**src/rtl/sargantana_icache_pkg.sv**
```systemverilog
// Shared types and constants for the sargantana instruction-cache refill path.
package sargantana_icache_pkg;

    // Default geometry of the icache line-fill path.
    localparam int ICACHE_PADDR_WIDTH = 40;
    localparam int ICACHE_LINE_WIDTH  = 256;
    localparam int ICACHE_BEAT_WIDTH  = 64;
    localparam int ICACHE_N_WAY       = 4;

    localparam int N_BEATS         = ICACHE_LINE_WIDTH / ICACHE_BEAT_WIDTH;
    localparam int BEAT_IDX_WIDTH  = $clog2(N_BEATS);
    localparam int WAY_IDX_WIDTH   = $clog2(ICACHE_N_WAY);

    // Refill engine states.
    typedef enum logic [1:0] {
        REFILL_IDLE  = 2'd0,
        REFILL_REQ   = 2'd1,
        REFILL_BEATS = 2'd2,
        REFILL_DONE  = 2'd3
    } refill_state_t;

    // Line-fill request coming from the icache.
    typedef struct packed {
        logic [ICACHE_PADDR_WIDTH-1:0] paddr;
        logic [WAY_IDX_WIDTH-1:0]      way;
    } refill_req_t;

    // Line-aligned read request towards L2.
    typedef struct packed {
        logic                          valid;
        logic [ICACHE_PADDR_WIDTH-1:0] paddr;
    } l2_req_t;

    // One L2 response beat.
    typedef struct packed {
        logic                         valid;
        logic [ICACHE_BEAT_WIDTH-1:0] data;
        logic                         last;
    } l2_resp_t;

    // Assembled line handed back to the icache.
    typedef struct packed {
        logic                          valid;
        logic [ICACHE_LINE_WIDTH-1:0]  data;
        logic [ICACHE_PADDR_WIDTH-1:0] paddr;
        logic [WAY_IDX_WIDTH-1:0]      way;
    } ifill_resp_t;

endpackage

```
**src/rtl/sargantana_icache_line_assembler.sv**
```systemverilog
// Beat counter plus line register: collects L2 beats into one cache line.
module sargantana_icache_line_assembler
    import sargantana_icache_pkg::*;
#(
    parameter int LINE_WIDTH = 256,
    parameter int BEAT_WIDTH = 64,
    parameter int NB         = LINE_WIDTH / BEAT_WIDTH,
    parameter int IDX_W      = $clog2(NB)
) (
    input  logic                  clk_i,
    input  logic                  rst_i,
    input  logic                  clear_i,
    input  logic                  we_i,
    input  logic [BEAT_WIDTH-1:0] data_i,
    output logic                  last_o,
    output logic [LINE_WIDTH-1:0] line_o
);

    logic [IDX_W-1:0] cnt_q;

    // Beat index: cleared at the start of a fill, advances (and wraps) per beat.
    always_ff @(posedge clk_i) begin
        if (rst_i) begin
            cnt_q <= '0;
        end else if (clear_i) begin
            cnt_q <= '0;
        end else if (we_i) begin
            cnt_q <= cnt_q + IDX_W'(1);
        end
    end

    assign last_o = (cnt_q == IDX_W'(NB - 1));

    // One register per beat slot so each slice has a single driver.
    for (genvar gi = 0; gi < NB; gi++) begin : g_beat
        logic [BEAT_WIDTH-1:0] beat_q;

        // Capture the incoming beat into the slot selected by the counter.
        always_ff @(posedge clk_i) begin
            if (rst_i) begin
                beat_q <= '0;
            end else if (we_i && (cnt_q == IDX_W'(gi))) begin
                beat_q <= data_i;
            end
        end

        assign line_o[gi*BEAT_WIDTH +: BEAT_WIDTH] = beat_q;
    end

endmodule

```
**src/rtl/sargantana_icache_refill_unit.sv**
```systemverilog
// Icache miss-refill engine: one L2 line read per request, beat assembly,
// one-cycle fill response, and invalidation forwarding with priority over fills.
module sargantana_icache_refill_unit
    import sargantana_icache_pkg::*;
#(
    parameter int PADDR_WIDTH = 40,
    parameter int LINE_WIDTH  = 256,
    parameter int BEAT_WIDTH  = 64,
    parameter int N_WAY       = 4
) (
    input  logic                     clk_i,
    input  logic                     rst_i,
    input  logic                     req_valid_i,
    input  logic [PADDR_WIDTH-1:0]   req_paddr_i,
    input  logic [$clog2(N_WAY)-1:0] req_way_i,
    input  logic                     req_kill_i,
    output logic                     busy_o,
    output logic                     l2_req_valid_o,
    input  logic                     l2_req_ready_i,
    output logic [PADDR_WIDTH-1:0]   l2_req_paddr_o,
    input  logic                     l2_resp_valid_i,
    input  logic [BEAT_WIDTH-1:0]    l2_resp_data_i,
    input  logic                     l2_resp_last_i,
    input  logic                     l2_inv_valid_i,
    input  logic [PADDR_WIDTH-1:0]   l2_inv_paddr_i,
    output logic                     fill_valid_o,
    output logic [LINE_WIDTH-1:0]    fill_data_o,
    output logic [PADDR_WIDTH-1:0]   fill_paddr_o,
    output logic [$clog2(N_WAY)-1:0] fill_way_o,
    output logic                     inv_valid_o,
    output logic [PADDR_WIDTH-1:0]   inv_paddr_o,
    output logic                     protocol_err_o
);

    localparam int WAY_W = $clog2(N_WAY);
    localparam int OFF   = $clog2(LINE_WIDTH / 8);
    localparam logic [PADDR_WIDTH-1:0] OFF_MASK = {{(PADDR_WIDTH-OFF){1'b0}}, {OFF{1'b1}}};

    refill_state_t          state_q, state_d;
    logic                   killed_q, killed_d;
    logic [PADDR_WIDTH-1:0] paddr_q, paddr_d;
    logic [WAY_W-1:0]       way_q, way_d;
    logic                   err_q, err_d;
    logic                   inv_valid_q;
    logic [PADDR_WIDTH-1:0] inv_paddr_q;
    logic                   asm_clear, asm_we, asm_last;
    logic                   inv_hit;

    sargantana_icache_line_assembler #(
        .LINE_WIDTH (LINE_WIDTH),
        .BEAT_WIDTH (BEAT_WIDTH)
    ) u_assembler (
        .clk_i   (clk_i),
        .rst_i   (rst_i),
        .clear_i (asm_clear),
        .we_i    (asm_we),
        .data_i  (l2_resp_data_i),
        .last_o  (asm_last),
        .line_o  (fill_data_o)
    );

    // State, request latch, error pulse and the one-cycle invalidation pipe.
    always_ff @(posedge clk_i) begin
        if (rst_i) begin
            state_q     <= REFILL_IDLE;
            killed_q    <= 1'b0;
            paddr_q     <= '0;
            way_q       <= '0;
            err_q       <= 1'b0;
            inv_valid_q <= 1'b0;
            inv_paddr_q <= '0;
        end else begin
            state_q     <= state_d;
            killed_q    <= killed_d;
            paddr_q     <= paddr_d;
            way_q       <= way_d;
            err_q       <= err_d;
            inv_valid_q <= l2_inv_valid_i;
            inv_paddr_q <= l2_inv_paddr_i;
        end
    end

    // Next-state logic; killed fills still drain every beat so L2 stays in sync.
    always_comb begin
        state_d   = state_q;
        killed_d  = killed_q;
        paddr_d   = paddr_q;
        way_d     = way_q;
        err_d     = 1'b0;
        asm_clear = 1'b0;
        asm_we    = 1'b0;
        inv_hit   = l2_inv_valid_i &&
                    (l2_inv_paddr_i[PADDR_WIDTH-1:OFF] == paddr_q[PADDR_WIDTH-1:OFF]);
        case (state_q)
            REFILL_IDLE: begin
                err_d = l2_resp_valid_i;
                if (req_valid_i && !req_kill_i) begin
                    paddr_d   = req_paddr_i & ~OFF_MASK;
                    way_d     = req_way_i;
                    killed_d  = 1'b0;
                    asm_clear = 1'b1;
                    state_d   = REFILL_REQ;
                end
            end
            REFILL_REQ: begin
                err_d = l2_resp_valid_i;
                if (req_kill_i || inv_hit) killed_d = 1'b1;
                if (l2_req_ready_i) state_d = REFILL_BEATS;
            end
            REFILL_BEATS: begin
                if (req_kill_i || inv_hit) killed_d = 1'b1;
                if (l2_resp_valid_i) begin
                    asm_we = 1'b1;
                    err_d  = (l2_resp_last_i != asm_last);
                    // The counter, not the last flag, decides completion.
                    if (asm_last) state_d = killed_d ? REFILL_IDLE : REFILL_DONE;
                end
            end
            REFILL_DONE: begin
                err_d = l2_resp_valid_i;
                if (req_kill_i) begin
                    killed_d = 1'b1;
                    state_d  = REFILL_IDLE;
                end else if (!inv_valid_q) begin
                    state_d = REFILL_IDLE;
                end
            end
            default: state_d = REFILL_IDLE;
        endcase
    end

    assign busy_o         = (state_q != REFILL_IDLE);
    assign l2_req_valid_o = (state_q == REFILL_REQ);
    assign l2_req_paddr_o = paddr_q;
    // A forwarded invalidation owns the tag-write port, so the fill waits.
    assign fill_valid_o   = (state_q == REFILL_DONE) && !inv_valid_q && !req_kill_i && !killed_q;
    assign fill_paddr_o   = paddr_q;
    assign fill_way_o     = way_q;
    assign inv_valid_o    = inv_valid_q;
    assign inv_paddr_o    = inv_paddr_q;
    assign protocol_err_o = err_q;

endmodule

```
**config.mk**
```make
export PLATFORM = sky130hd
export DESIGN_NAME = sargantana_icache_refill_unit
export DESIGN_NICKNAME = d
export VERILOG_FILES = /design/src/rtl/sargantana_icache_pkg.sv /design/src/rtl/sargantana_icache_line_assembler.sv /design/src/rtl/sargantana_icache_refill_unit.sv
export SDC_FILE = /design/constraint.sdc
export NUM_CORES = 1
export LEC_CHECK = 0
export ABC_CLOCK_PERIOD_IN_PS = 5500
export BUFFER_PORTS_ARGS = -buffer_cell sky130_fd_sc_hd__buf_2
export CAP_MARGIN = 20
export CELL_PAD_IN_SITES_DETAIL_PLACEMENT = 1
export CELL_PAD_IN_SITES_GLOBAL_PLACEMENT = 1
export CORE_AREA = 2 2 211 213
export DETAILED_ROUTE_END_ITERATION = 10
export DIE_AREA = 0 0 213 215
export PLACE_DENSITY = 0.8
export SLEW_MARGIN = 20
export SYNTH_ARGS = -nofsm -noshare
export SYNTH_HDL_FRONTEND = slang
export SYNTH_SLANG_ARGS = --single-unit
```
**constraint.sdc**
```tcl
create_clock -name clk_i -period 5.5 [get_ports clk_i]
set_input_delay 0.55 -clock clk_i [delete_from_list [all_inputs] [get_ports clk_i]]
set_output_delay 0.55 -clock clk_i [all_outputs]
set_load 0.005 [all_outputs]
```
**Word level (Yosys, flattened, before mapping)**

Index checks and enable logic that the tools add are counted.

- Memory bits (read-only): 0
- Bits in latches: 0
- Memories kept: 0
- Memory bits (writable): 0
- Logic and storage cells: 67
- Flip-flop bits (word level): 340
- Bits of input ports: 154

- Equality and inequality tests: 14
- Shift operators: 0
- Div/mod/pow operators: 0
- Bitwise logic cells: 0
- Order comparisons: 0
- Muxes and demuxes: 19
- Reduce and logical (&&, ||, !) cells: 21
- Multiply operators: 0
- Add/sub/neg operators: 1

Operators with widths:

| cell | count |
|---|---|
| $eq 35x35->1 | 1 |
| $mux 2 | 7 |
| $logic_and 1x1->1 | 9 |
| $mux 1 | 9 |
| $eq 2x2->1 const B | 4 |
| $ne 2x2->1 const B | 4 |
| $pmux 2 s4 | 1 |
| $reduce_and 5->1 | 1 |
| $eq 2x1->1 const B | 2 |
| $logic_not 2->1 | 2 |
| $pmux 1 s4 | 1 |
| $reduce_and 2->1 | 2 |
| $logic_not 1->1 | 3 |
| $ne 3x3->1 const B | 1 |
| $reduce_or 3->1 | 1 |
| $add 2x1->2 const B | 1 |
| $ne 2x1->1 const B | 1 |
| $pmux 1 s2 | 1 |
| $reduce_bool 2->1 | 1 |
| $reduce_or 2->1 | 1 |
| $logic_or 1x1->1 | 1 |
| $ne 1x1->1 | 1 |

**Longest topological paths before layout**

- Depth in word-level cells: 9
- Gate-level depth with buffers: 8
- Gate-level depth less buffers: 7

**Hierarchy**

Synthesis repeated with hierarchy kept, for this count alone.

- Cell total of the unflattened synthesis: 1,294
- Area, all modules: 13,570.5 sq um

By module, submodules not included:

| module | area an instance (sq um) | cells an instance | instances |
|---|---|---|---|
| sargantana_icache_line_assembler | 10,163.5 | 913 | 1 |
| sargantana_icache_refill_unit | 3,407.0 | 381 | 1 |

**Worst setup path before layout**

Ideal clock, no wire load.

- Path kind: reg-to-reg
- Start: register state_q[0]
- End: register state_q[1]
- Data required time: 5.442 ns
- Buffers on the path: 0
- Slack: 3.751 ns
- Clock period less this slack: 1.749 ns
- Setup time: 0.058 ns
- Stages on the path, launching flop included: 8
- Arrival: 1.691 ns
- Cell sequence: dfxtp_1 -> inv_1 -> ha_1 -> a21boi_1 -> a2111oi_4 -> a21oi_1 -> a311oi_1 -> o21a_1

- Word-level cells in the longest chain between the ends: 3
- Elaborated cells on any way between the ends: 11
- Those cells by class: eq/ne (8); mux (1); reduce/logical (2)

Ends and longest elaborated chain:

| element | line | text |
|---|---|---|
| start: declaration | sargantana_icache_refill_unit.sv:39 | `refill_state_t state_q, state_d;` |
| start signal: assignment | sargantana_icache_refill_unit.sv:73 | `state_q <= state_d;` |
| $eq 2x2->1 (tied with other cells) | sargantana_icache_refill_unit.sv:94 | `case (state_q)` |
| $ne 3x3->1 (no source line) (tied with other cells) | -- |  |
| $reduce_and 5->1 (no source line) | -- |  |

Several ways; a longest one is shown, not always the timed one.
A chain may end at the register's enable or synchronous reset.

**Final worst setup path**

- Start: register state_q[1]
- End: register u_assembler.g_beat[3].beat_q[12]

- Word-level cells in the longest chain between the ends: 3

Ends and longest elaborated chain:

| element | line | text |
|---|---|---|
| $eq 2x2->1 | sargantana_icache_refill_unit.sv:94 |  |
| $mux 1 | sargantana_icache_refill_unit.sv:94 |  |
| $logic_and 1x1->1 | sargantana_icache_line_assembler.sv:42 | `end else if (we_i && (cnt_q == IDX_W'(gi))) begin` |
| end signal: assignment | sargantana_icache_line_assembler.sv:43 | `beat_q <= data_i;` |
| end: declaration | sargantana_icache_line_assembler.sv:36 | `logic [BEAT_WIDTH-1:0] beat_q;` |

No other way between the ends.

==> reports/results.txt <==
cell type with the highest aggregate area in the netlist: dfxtp_1
Peak supply drop: 245 uV
Final #Nets: 2,107
top_reg_cell synth: dfxtp_1
most common cell in the netlist: nand2_1
die area: 0.0458 sq mm
Async SR Flop Fraction: 0%
#FFs+latches synth: 340
skew final: 25.6 ps
CP Data Required Time: 5980 ps
top cells by area, synth: dfxtp_1 (55%), nand2_1 (18%), a21oi_1 (12%), buf_4 (2.9%), nor2b_1 (2.1%)
crit path DAT: 3310 ps
htree depth: 2
Total Wirelength: 47.2 mm
Die W: 213 um
pwr dens: 357 mW/mm^2
final period utilization: 51.3%
RSZ-0062 raised after global routing: false
Synth warnings: 0
post-CTS sizing: 0
top cell type's share of synthesized area: 55.5%
CP Capture Type: flop
critical path's top delay family: simple AND/OR/NAND/NOR gates
Final Util: 37.5%
first-pass GRT wire length: 71.1 mm
vias in the first global route: 12,600
Critical Path Max Stage Delay: 900 ps
largest net degree at the start of global routing: 140
startpoint types: flop
CTS root buf: clkbuf_16
Clock Latency Late Sink: 560 ps
number of flops mapped to enable cells by yosys: 0
CTS buffer count: 39
Cell Rows: 77
Slew Limit Headroom: 33.8%
P&R area growth vs syn: 33.3%
Final Hold Fails: 0
initial antenna violation count: 7
synth unique cells: 34
Die Y: 215 um
Detail Route Antenna Nets: 0
HPWL after DPL: 32.5 mm
setup TNS: 0 ps
CP Max Fanout: 36
drt first-iter violations: 518
status: finished clean
clock sink total: 340
final setup fails: 0
Slew Limit Fails: 0
input/output buffers: 521
starting density of the core: 28.1%
critical path cell sequence: ha_1 > and3_2 > buf_4 > nand2_1 > a21oi_1
Cells after Synth: 1,508
io pins: 537
Worst Max-Slew Pin Slew: 994 ps
Clock transition at path regs: 60 ps
CP Class: flop to flop
share of cells above drive strength 1: 30.8%
Pre-antenna DRT Iters: 4
Min-Delay Path Class: input port to flop
number of buffers and inverters on the critical path: 1
Vias: 12,000
number of vias per cell: 4.65
hold buffers post-CTS: 0
FMAX: 354 MHz
P_leak: 7.09 nW
post-route minimum period: 2820 ps
GR Util All Layers: 20.1%
sequential share of the synthesized area: 55.5%
DRC violations left: 0
Mean Syn Cell Area: 8.13 sq um
mapped cell area: 0.0123 sq mm
Post CTS Setup Buffer Count: 0
CTS tree: done
critical path's slowest cell: and3_2
Post-synth top cells: nand2_1 (589), dfxtp_1 (340), a21oi_1 (296)
Core ar.: 0.0436 sq mm
RD Place Congestion: 0.779
max-cap viol count: 0
Overflow after GRT: 0
Clock Tree Buf Depth: 3
Routed WL per cell: 18.4 um
## metal layers
metal	part of all wire (%)	global-route usage [%]	wire, um
met2	51	36.4	24000
met1	38	21.3	17900
met3	7.5	6.09	3550
met4	3.6	8.58	1720
met5	0.028	0	13
## path summary, 6_finish.rpt
kind	start	to	slack, ps	depth (start not counted)
worst max register to register	state_q[1]	u_assembler.g_beat[3].beat_q[12]	2680	5
worst max-delay path	state_q[1]	u_assembler.g_beat[3].beat_q[12]	2680	5
worst min-delay path	l2_inv_paddr_i[4]	inv_paddr_o[4]	210	2
worst min register to register	u_assembler.g_beat[2].beat_q[13]	u_assembler.g_beat[2].beat_q[13]	450	2
## cells in the final DEF (no fill, tap or decap), types with 2 or more instances in the layout
master	synthesis	final
nand2_1	589	589
buf_2	19	520
dfxtp_1	340	340
a21oi_1	296	296
nor2b_1	42	42
clkbuf_16	0	40
xnor2_1	29	29
clkinv_2	0	14
conb_1	1	10
ha_1	9	9
xor2_1	8	8
nand4_1	8	8
buf_4	47	8
diode_2	0	5
inv_1	5	5
clkbuf_1	64	5
nor4_1	4	4
and3_2	0	4
nand3_4	0	3
nor3_1	3	3
nor2_1	4	3
clkbuf_8	0	3
bufinv_16	0	3
mux2i_1	2	2
o21ai_0	2	2
inv_6	0	2
clkinv_4	0	2
buf_12	0	2
## state kept, by name, summed over array words and instances (netlist names)
signal and cells:
inv_valid_o 1, u_assembler.g_beat.beat_q 256, inv_paddr_o 40, protocol_err_o 1
state_q 2, u_assembler.cnt_q 2, fill_way_o 2, killed_q 1
fill_paddr_o 35
## kinds of logic (layout without fill, tap and decap cells)
| logic type | after synthesis | after routing | share of synthesized area (%) |
|---|---|---|---|
| fa+ha+maj | 9 | 9 | 0.918 |
| mux | 2 | 2 | 0.163 |
| simple gates | 663 | 663 | 21.7 |
| compound gates | 305 | 305 | 12.8 |
| other cells | 1 | 15 | 0.0306 |
| xor+xnor | 37 | 37 | 2.64 |
| flops | 340 | 340 | 55.5 |
| buf+inv | 151 | 607 | 6.25 |
## where the power goes
group / total, W / switching [W] / leakage [nW] / internal, W
sequential: 0.00262 / 0.0000677 / 2.75 / 0.00255
clock: 0.00261 / 0.00108 / 0.642 / 0.00152
combinational: 0.000607 / 0.000373 / 3.69 / 0.000234
## final cells by class
type | instances | area [sq um]
Inverter | 6 | 22.5
Multi-Input combinational cell | 1026 | 4780
Timing Repair Buffer | 531 | 2720
Sequential cell | 340 | 6810
Antenna cell | 5 | 12.5
Clock inverter | 22 | 211
Tap cell | 592 | 741
Clock buffer | 48 | 1060
Fill cell | 5397 | 27300
## metrics by stage
stage                     worst slack (ps)  hold WS [ps]  total power, W  area, sq um  std cells
final                                 2680           212         0.00583        16300       2570
after global routing                  2470           200         0.00606        16300       2569
after CTS                             2640           179         0.00590        16300       2564
after detailed placement              2620           446         0.00328        15000       2494
after global placement                2810           438         0.00325        15000       2494
after floorplan                       3750           453         0.00300        12300       1517
Power figures use the tool's default switching activity.
